$ cat config.mk
export PLATFORM = sky130hd
export DESIGN_NAME = intc_cpuif_mp
export DESIGN_NICKNAME = d
export VERILOG_FILES = /design/src/rtl/intc_cpuif_mp.sv
export SDC_FILE = /design/constraint.sdc
export NUM_CORES = 1
export LEC_CHECK = 0
export CAP_MARGIN = 20
export CORE_ASPECT_RATIO = 1.75
export CORE_MARGIN = 3
export CORE_UTILIZATION = 30
export DETAILED_ROUTE_END_ITERATION = 8
export PLACE_DENSITY = 0.54
export REMOVE_ABC_BUFFERS = 1
export SLEW_MARGIN = 10
export SYNTH_ARGS = -nofsm -noshare
export SYNTH_HDL_FRONTEND = slang
export SYNTH_SLANG_ARGS = --single-unit
$ cat constraint.sdc
create_clock -name clk -period 2.48 [get_ports clk]
set_input_delay 0.744 -clock clk [delete_from_list [all_inputs] [get_ports clk]]
set_output_delay 0.744 -clock clk [all_outputs]
set_load 0.02 [all_outputs]
$ cat src/rtl/intc_cpuif_mp.sv
// Multi-CPU interrupt CPU interface: one request/acknowledge engine per CPU,
// plus acknowledge vector decode OR-reduced over all CPUs.

module intc_cpuif_lane #(
  parameter int NSRC     = 32,
  parameter int VEC_BASE = 64,
  parameter int NMI_VEC  = 11,
  parameter int ERR_VEC  = 9,
  parameter int HOLD_CYC = 2
) (
  input  logic            clk,
  input  logic            rst_n,
  input  logic            sync,
  input  logic            sl_req,
  input  logic [4:0]      sl_level,
  input  logic [7:0]      sl_vec,
  input  logic            ack,
  output logic            req,
  output logic [4:0]      level,
  output logic [7:0]      vec,
  output logic            ack_nmi,
  output logic            ack_err,
  output logic            ack_all,
  output logic            spur,
  output logic [NSRC-1:0] onehot_nxt
);

  typedef enum logic [1:0] {IDLE, REQ, ACK, HOLD} state_t;

  state_t      state, state_nxt;
  logic [3:0]  cnt, cnt_nxt;
  logic [4:0]  lvl_nxt;
  logic [7:0]  vec_nxt;
  logic        ack_fire;
  logic        in_rng;
  logic [8:0]  vec9;
  logic [7:0]  idx;

  always_comb begin
    state_nxt = state;
    cnt_nxt   = cnt;
    lvl_nxt   = level;
    vec_nxt   = vec;
    case (state)
      IDLE: if (sync && sl_req) begin
        lvl_nxt   = sl_level;
        vec_nxt   = sl_vec;
        state_nxt = REQ;
      end
      REQ: begin
        // Ack outranks withdraw/update so the vector the CPU saw is the one acknowledged.
        if (ack)
          state_nxt = ACK;
        else if (sync && !sl_req)
          state_nxt = IDLE;
        else if (sync && (sl_level > level)) begin
          lvl_nxt = sl_level;
          vec_nxt = sl_vec;
        end
      end
      ACK: begin
        if (HOLD_CYC > 0) begin
          state_nxt = HOLD;
          cnt_nxt   = 4'(HOLD_CYC - 1);
        end else begin
          state_nxt = IDLE;
        end
      end
      HOLD: begin
        if (cnt == 4'd0) state_nxt = IDLE;
        else             cnt_nxt   = cnt - 4'd1;
      end
      default: state_nxt = IDLE;
    endcase
  end

  assign ack_fire = (state == REQ) && ack;
  assign vec9     = {1'b0, vec};
  assign in_rng   = (vec9 >= 9'(VEC_BASE)) && (vec9 < 9'(VEC_BASE + NSRC));
  assign idx      = vec - 8'(VEC_BASE);
  // Left unregistered here; the top registers the cross-CPU OR.
  assign onehot_nxt = (ack_fire && in_rng) ? ({{(NSRC-1){1'b0}}, 1'b1} << idx) : '0;

  always_ff @(posedge clk) begin
    if (!rst_n) begin
      state   <= IDLE;
      cnt     <= '0;
      level   <= '0;
      vec     <= '0;
      req     <= 1'b0;
      ack_nmi <= 1'b0;
      ack_err <= 1'b0;
      ack_all <= 1'b0;
      spur    <= 1'b0;
    end else begin
      state   <= state_nxt;
      cnt     <= cnt_nxt;
      level   <= lvl_nxt;
      vec     <= vec_nxt;
      req     <= (state_nxt == REQ);
      ack_nmi <= ack_fire && (vec == 8'(NMI_VEC));
      ack_err <= ack_fire && (vec == 8'(ERR_VEC));
      ack_all <= ack_fire;
      spur    <= ack && ((state == IDLE) || (state == HOLD));
    end
  end

endmodule

module intc_cpuif_mp #(
  parameter int CPU_NUM  = 2,
  parameter int REG_NUM  = 1,
  parameter int VEC_BASE = 64,
  parameter int NMI_VEC  = 11,
  parameter int ERR_VEC  = 9,
  parameter int HOLD_CYC = 2
) (
  input  logic                          clk,
  input  logic                          rst_n,
  input  logic                          sync_cpu_int_i,
  output logic [CPU_NUM-1:0]            intr_req_o,
  output logic [CPU_NUM-1:0][4:0]       intr_level_o,
  output logic [CPU_NUM-1:0][7:0]       intr_vec_o,
  input  logic [CPU_NUM-1:0]            inta_ack_i,
  input  logic [CPU_NUM-1:0]            sl_req_i,
  input  logic [CPU_NUM-1:0][4:0]       sl_level_i,
  input  logic [CPU_NUM-1:0][7:0]       sl_vec_i,
  output logic [CPU_NUM-1:0]            cp_intack_nmi_o,
  output logic [CPU_NUM-1:0]            cp_intack_err_o,
  output logic [REG_NUM*32-1:0]         cp_intack_o,
  output logic [CPU_NUM-1:0]            cp_intack_all_o,
  output logic [CPU_NUM-1:0]            spur_ack_o
);

  localparam int NSRC = REG_NUM * 32;

  logic [CPU_NUM-1:0][NSRC-1:0] onehot_nxt;
  logic [NSRC-1:0]              intack_nxt;

  for (genvar k = 0; k < CPU_NUM; k++) begin : g_lane
    intc_cpuif_lane #(
      .NSRC     (NSRC),
      .VEC_BASE (VEC_BASE),
      .NMI_VEC  (NMI_VEC),
      .ERR_VEC  (ERR_VEC),
      .HOLD_CYC (HOLD_CYC)
    ) u_lane (
      .clk        (clk),
      .rst_n      (rst_n),
      .sync       (sync_cpu_int_i),
      .sl_req     (sl_req_i[k]),
      .sl_level   (sl_level_i[k]),
      .sl_vec     (sl_vec_i[k]),
      .ack        (inta_ack_i[k]),
      .req        (intr_req_o[k]),
      .level      (intr_level_o[k]),
      .vec        (intr_vec_o[k]),
      .ack_nmi    (cp_intack_nmi_o[k]),
      .ack_err    (cp_intack_err_o[k]),
      .ack_all    (cp_intack_all_o[k]),
      .spur       (spur_ack_o[k]),
      .onehot_nxt (onehot_nxt[k])
    );
  end

  always_comb begin
    intack_nxt = '0;
    for (int k = 0; k < CPU_NUM; k++) intack_nxt = intack_nxt | onehot_nxt[k];
  end

  always_ff @(posedge clk) begin
    if (!rst_n) cp_intack_o <= '0;
    else        cp_intack_o <= intack_nxt;
  end

endmodule

==> impl_metrics.env, run 1 <==
export IMPL_result_of_the_run="completed"
export IMPL_yosys_warnings=0
export IMPL_layout_min_cycle_time_ns=2.32
export IMPL_route_vias_total=3479
export IMPL_insertion_delay_ns=0.34
export IMPL_netlist_top_cells_area="dfxtp_1 40%, ha_1 6.8%, mux2i_1 6.5%, nand2_1 6.2%, nor2b_1 3.7%"
export IMPL_core_area_um2=13000
export IMPL_antenna_violating_nets_post_route=0
export IMPL_grt_setup_unrepaired="false"
export IMPL_global_route_usage_met2=0.265
export IMPL_layout_commonest_cell="clkdlybuf4s50_1"
export IMPL_yosysTopAreaCellShare=0.399
export IMPL_num_antenna_cells=0
export IMPL_ff2ff_path_depth=6
export IMPL_die_height_um=159
export IMPL_detail_route_wl_per_cell_um=14.2
export IMPL_cts_buffers_inserted=9
export IMPL_cts_tree="built"
export IMPL_worst_path_largest_cell_delay_ns=0.43
export IMPL_final_setup_viol_count=0
export IMPL_crit_path_top_delay_cell="clkdlybuf4s50_1"
export IMPL_floorplan_rows=55
export IMPL_summed_instance_area_of_the_synthesized_netlist_um2=4020
export IMPL_synth_cells=447
export IMPL_synth_edff_count=0
export IMPL_synthDistinctLibCells=50
export IMPL_synth_top_area_cell="dfxtp_1"
export IMPL_clk_path_buf_depth=2
export IMPL_cpLargestDelayFamily="buffers and inverters"
export IMPL_p_total_w=0.00329
export IMPL_r2r_slack_ns=0.59
export IMPL_ys_seq_elements=80
export IMPL_r2r_start="g_lane[0].u_lane.state[1]"
export IMPL_cts_hold_fix_buffers=0
export IMPL_first_iter_violations=124
export IMPL_initial_antenna_violation_count=0
export IMPL_cts_root_buf="clkbuf_16"
export IMPL_clkSlewWorstSetupHoldPaths_ns=0.06
export IMPL_syn2layout_area_growth_pct=39.2
export IMPL_timing_critical_path_from_type="primary input"
export IMPL_grtUsageMet1=0.154
export IMPL_drt_wl_total_mm=10.3
export IMPL_fin_nets=603
export IMPL_rr_endpoint="cp_intack_o[27]"
export IMPL_boundaryPins=101
export IMPL_hold_path_start="g_lane[0].u_lane.level[3]"
export IMPL_worst_hold_path_type="reg -> reg"
export IMPL_worst_hold_path_num_cells=2
export IMPL_floorplan_initialDensity=0.309
export IMPL_power_density_nw_per_um2=588
export IMPL_leakage_nw=2.09
export IMPL_setup_cp_type="in -> reg"
export IMPL_fin_crit_sh=0.934
export IMPL_dp_final_hpwl_mm=8.04
export IMPL_gp_routability_congestion=0.836
export IMPL_htreeDepth=3
export IMPL_synth_avg_cell_area_um2=8.99
export IMPL_via_per_inst=4.81
export IMPL_path_max_fanout=3
export IMPL_maxSlewViolCount=0
export IMPL_synth_seq_area_share=0.399
export IMPL_clock_sink_count=80
export IMPL_fmaxAchievable_ghz=0.432
export IMPL_grt_overflow=0
export IMPL_hold_path_endpoint="g_lane[0].u_lane.level[3]"
export IMPL_final_cell_mix="99 x clkdlybuf4s50_1, 80 x dfxtp_1, 66 x nand2_1"
export IMPL_detail_route_drc_violations=0
export IMPL_met3_usage=0.0270
export IMPL_port_buffer_count=100
export IMPL_grt_first_pass_wirelength_mm=16.9
export IMPL_dp_slack_ns=-0.196
export IMPL_filler_cell_count=1281
export IMPL_die_area_um2=14900
export IMPL_fraction_of_layout_cells_with_a_size_suffix_above_1=0.0904
export IMPL_worst_setup_path_end_kind="register"
export IMPL_ctsResizeCount=0
export IMPL_timing_worst_slew_pin_value_ns=0.550
export IMPL_critical_path_n_buffers_inverters=2
export IMPL_peakVddDrop_uv=343
export IMPL_first_global_vias=3476
export IMPL_grt_start_max_net_pins=65
export IMPL_cp_required_ns=2.75
export IMPL_groute_usage_overall=0.142
export IMPL_final_hold_violation_count=0
export IMPL_fin_ws_ns=0.164
export IMPL_postSynth_asyncResetShare=0
export IMPL_die_width_um=93.5
export IMPL_timing_critical_path_cells="clkdlybuf4s50_1, ha_1, nand4_1, or2_0, a311oi_4, buf_4, mux2i_1"
export IMPL_slew_headroom=0.632
export IMPL_cts_setup_buffers=0
export IMPL_drv_max_cap_violation_count=0
export IMPL_timing_critical_path_arrival_ns=2.58
export IMPL_fin_worst_skew_ns=0.0110
export IMPL_layout_core_utilization=0.430
export IMPL_first_pass_detailed_route_iteration_total=4
export IMPL_global_route_peak_usage_layer="met2"
export IMPL_ys_dominant_reg_cell="dfxtp_1"
==> power by group <==
part / internal, W / switching (W)
Clock: 0.000985 / 0.000498
Combinational: 0.000219 / 0.000231
Sequential: 0.00132 / 0.0000366
==> routing by layer <==
metal / wire [um] / up-vias
li1: - / 1748
met1: 4020 / 1643
met2: 5680 / 78
met3: 397 / 10
met4: 168 / 0
met5: 0 / -
==> cell usage after synthesis (all sizes together) (3+ instances only) <==
master and number:
dfxtp 80, nand2 66, mux2i 26, nor2b 24, nand3 23, ha 22, inv 20, clkbuf 19
nor2 18, buf 16, and2 15, o22ai 12, a32oi 11, nand4 9, a21boi 7, nand2b 7
nor4 7, and3 6, o21a 6, nor3 5, a311oi 4, and3b 4, or3b 4, xor2 4
nand4b 3, nor3b 3, or2 3
==> final cells by class <==
class,instances,area [um^2],share of cell area
multi-input cells,312,2150,0.385
inverters,20,75.1,0.0134
flip-flops and latches,80,1600,0.286
clock buffers,13,240,0.0429
well taps,171,214,0.0382
clock inverters,3,90.1,0.0161
repair buffers,125,1220,0.218
==> kinds of logic (layout without fill, tap and decap cells) <==
logic type | Yosys count | in the layout | share of synthesized area
and+or+nand+nor | 204 | 204 | 0.280
DFF | 80 | 80 | 0.399
adders and majority gates | 22 | 22 | 0.0685
AOI/OAI and AO/OA | 56 | 56 | 0.114
buffers and inverters | 55 | 161 | 0.0657
xor gates and xnor gates | 4 | 4 | 0.00872
muxes | 26 | 26 | 0.0648
==> stage by stage <==
step           cells  hold slack (ns)  TNS [ns]  cell area [um^2]
6_report         724            0.477         0              5600
4_1_cts          724            0.483         0              5600
3_5_place_dp     708            0.472     -4.33              5270
3_3_place_gp     708            0.463     -3.17              5270
5_1_grt          724            0.499         0              5600
2_1_floorplan    412            0.473         0              3830
==> state kept, by name, summed over array words and instances, names as in the netlist <==
register and count:
g_lane.u_lane.cnt 8, g_lane.u_lane.ack_nmi 2, g_lane.u_lane.spur 2, g_lane.u_lane.ack_all 2
g_lane.u_lane.ack_err 2, g_lane.u_lane.level 10, g_lane.u_lane.req 2, g_lane.u_lane.state 4
cp_intack_o 32, g_lane.u_lane.vec 16
==> how the worst max path moves through the flow <==
stage | from | end | slack (ns) | cells after the start
finish | sl_level_i[9] | g_lane[1].u_lane.level[1] | 0.16 | 7
global route | sl_level_i[9] | g_lane[1].u_lane.vec[6] | 0.03 | 7
CTS | sl_level_i[9] | g_lane[1].u_lane.level[1] | 0.16 | 7
detailed placement | sl_level_i[9] | g_lane[1].u_lane.level[1] | -0.20 | 7
global placement | sl_level_i[9] | g_lane[1].u_lane.level[3] | -0.15 | 7
floorplan | sl_level_i[4] | g_lane[0].u_lane.level[0] | 0.09 | 5
==> tightest hold or removal path, delay by kind of cell, from the launching register on <==
kind | cells | cell delay (ns)
flops | 1 | 0.32
simple gates | 1 | 0.06
mux | 1 | 0.05
Note: power is estimated with default switching activity, not from simulation.
==> run 2: changes to the inputs <==
- GPL_TIMING_DRIVEN: default -> 0
==> impl_metrics.env, run 2 (synthesized netlist as in run 1, its figures left out) <==
export IMPL_grt_overflow=0
export IMPL_die_width_um=93.5
export IMPL_cts_buffers_inserted=9
export IMPL_grt_start_max_net_pins=99
export IMPL_result_of_the_run="completed"
export IMPL_cpLargestDelayFamily="buffers and inverters"
export IMPL_reg_top3="cp_intack_o x32, g_lane.u_lane.vec x16, g_lane.u_lane.level x10"
export IMPL_port_buffer_count=100
export IMPL_die_height_um=159
export IMPL_timing_critical_path_arrival_ns=1.68
export IMPL_first_pass_detailed_route_iteration_total=4
export IMPL_dpl_instance_area_um2=5040
export IMPL_fraction_of_layout_cells_with_a_size_suffix_above_1=0.0565
export IMPL_cp_required_ns=1.74
export IMPL_path_max_fanout=14
export IMPL_first_iter_violations=104
export IMPL_gp_routability_congestion=0.791
export IMPL_power_density_nw_per_um2=586
export IMPL_fmaxAchievable_ghz=0.412
export IMPL_drt_wl_total_mm=10.1
export IMPL_timing_worst_slew_pin_value_ns=0.856
export IMPL_final_hold_violation_count=0
export IMPL_groute_usage_overall=0.140
export IMPL_first_global_vias=3420
export IMPL_clkSlewWorstSetupHoldPaths_ns=0.06
export IMPL_detail_route_drc_violations=0
export IMPL_worst_hold_path_type="reg -> reg"
export IMPL_via_per_inst=4.83
export IMPL_final_setup_viol_count=0
export IMPL_crit_path_top_delay_cell="clkdlybuf4s50_1"
export IMPL_leakage_nw=1.97
export IMPL_worst_path_largest_cell_delay_ns=0.71
export IMPL_layout_commonest_cell="clkdlybuf4s50_1"
export IMPL_dp_final_hpwl_mm=7.68
export IMPL_regMostFlops="cp_intack_o"
export IMPL_core_area_um2=13000
export IMPL_largest_register_ff_count=32
export IMPL_filler_cell_count=1307
export IMPL_fin_area_um2=5400
export IMPL_fin_crit_sh=0.979
export IMPL_clock_sink_count=80
export IMPL_slew_headroom=0.429
export IMPL_cts_root_buf="clkbuf_16"
export IMPL_route_vias_total=3390
export IMPL_htreeDepth=3
export IMPL_die_area_um2=14900
export IMPL_layout_min_cycle_time_ns=2.43
export IMPL_initial_antenna_violation_count=0
export IMPL_worst_setup_path_end_kind="output pin"
export IMPL_boundaryPins=101
export IMPL_final_cell_mix="99 x clkdlybuf4s50_1, 80 x dfxtp_1, 66 x nand2_1"
export IMPL_peakVddDrop_uv=363
export IMPL_antenna_violating_nets_post_route=0
export IMPL_timing_critical_path_cells="clkdlybuf4s50_1"
export IMPL_fin_nets=582
export IMPL_timing_critical_path_from_type="register"
export IMPL_fin_worst_skew_ns=0.00926
export IMPL_floorplan_rows=55
export IMPL_setup_total_negative_slack_ns=0
export IMPL_maxSlewViolCount=0
export IMPL_setup_cp_type="reg -> out"
export IMPL_drv_max_cap_violation_count=0
export IMPL_syn2layout_area_growth_pct=34.4
export IMPL_grt_first_pass_wirelength_mm=16.5
export IMPL_critical_path_n_buffers_inverters=1
export IMPL_clk_path_buf_depth=2
export IMPL_cts_tree="built"
export IMPL_detail_route_wl_per_cell_um=14.4
export IMPL_floorplan_initialDensity=0.309
export IMPL_grt_setup_unrepaired="false"
export IMPL_r2r_slack_ns=0.45
export IMPL_insertion_delay_ns=0.33
export IMPL_ctsResizeCount=0
export IMPL_num_antenna_cells=0
## run 2: changes by cell type in the layout (fill, tap and decap cells not counted), sizes merged
cell,before,now
buf,26,5
clkbuf,13,11
clkinv,0,2
bufinv,3,2
## run 2: final timing paths
path / startpoint / to / cells after the start
worst min-delay path: g_lane[0].u_lane.level[1] / g_lane[0].u_lane.level[1] / 2
worst max register to register: g_lane[1].u_lane.state[1] / cp_intack_o[12] / 6
worst max-delay path: g_lane[1].u_lane.vec[3] / intr_vec_o[11] / 1
worst min register to register: g_lane[0].u_lane.level[1] / g_lane[0].u_lane.level[1] / 2
## run 2: cell type report
type / count / area [um^2] / share of cell area
Clock buffer: 11 / 233 / 0.0431
Clock inverter: 4 / 70.1 / 0.0130
Inverter: 20 / 75.1 / 0.0139
Multi-Input combinational cell: 312 / 2150 / 0.399
Sequential cell: 80 / 1600 / 0.297
Tap cell: 171 / 214 / 0.0396
Timing Repair Buffer: 104 / 1050 / 0.195
## run 2: report_power, final
| group | switching, W | internal [W] | total (W) | leakage (nW) |
|---|---|---|---|---|
| registers | 0.0000550 | 0.00132 | 0.00138 | 0.648 |
| logic | 0.000207 | 0.000201 | 0.000408 | 1.17 |
| clock network | 0.000504 | 0.000873 | 0.00138 | 0.149 |
| total | 0.000765 | 0.00240 | 0.00316 | 1.97 |
## run 2: per-stage QoR
| step | power, W | cells | hold slack, ns | worst slack, ns | utilization |
|---|---|---|---|---|---|
| 2_1_floorplan | 0.00161 | 412 | 0.473 | 0.0904 | - |
| 3_3_place_gp | 0.00180 | 683 | 0.460 | -1.64 | 0.388 |
| 3_5_place_dp | 0.00181 | 683 | 0.469 | -0.678 | 0.388 |
| 4_1_cts | 0.00321 | 702 | 0.481 | 0.0354 | 0.415 |
| 5_1_grt | 0.00330 | 702 | 0.500 | 0.000754 | 0.415 |
| 6_report | 0.00316 | 702 | 0.476 | 0.0515 | 0.415 |
## run 2: routing by layer
| layer | part of all wire | track usage | up-vias |
|---|---|---|---|
| met5 | 0 | 0 | - |
| met4 | 0.025 | 0.0654 | 0 |
| met3 | 0.042 | 0.0303 | 13 |
| met2 | 0.55 | 0.255 | 90 |
| met1 | 0.38 | 0.148 | 1588 |
| li1 | - | - | 1699 |
## run 2: what timing repair did
action	in CTS	in global routing
hold buffers	0	0
buffers inserted	4	0
endpoints found under the setup margin	26	0
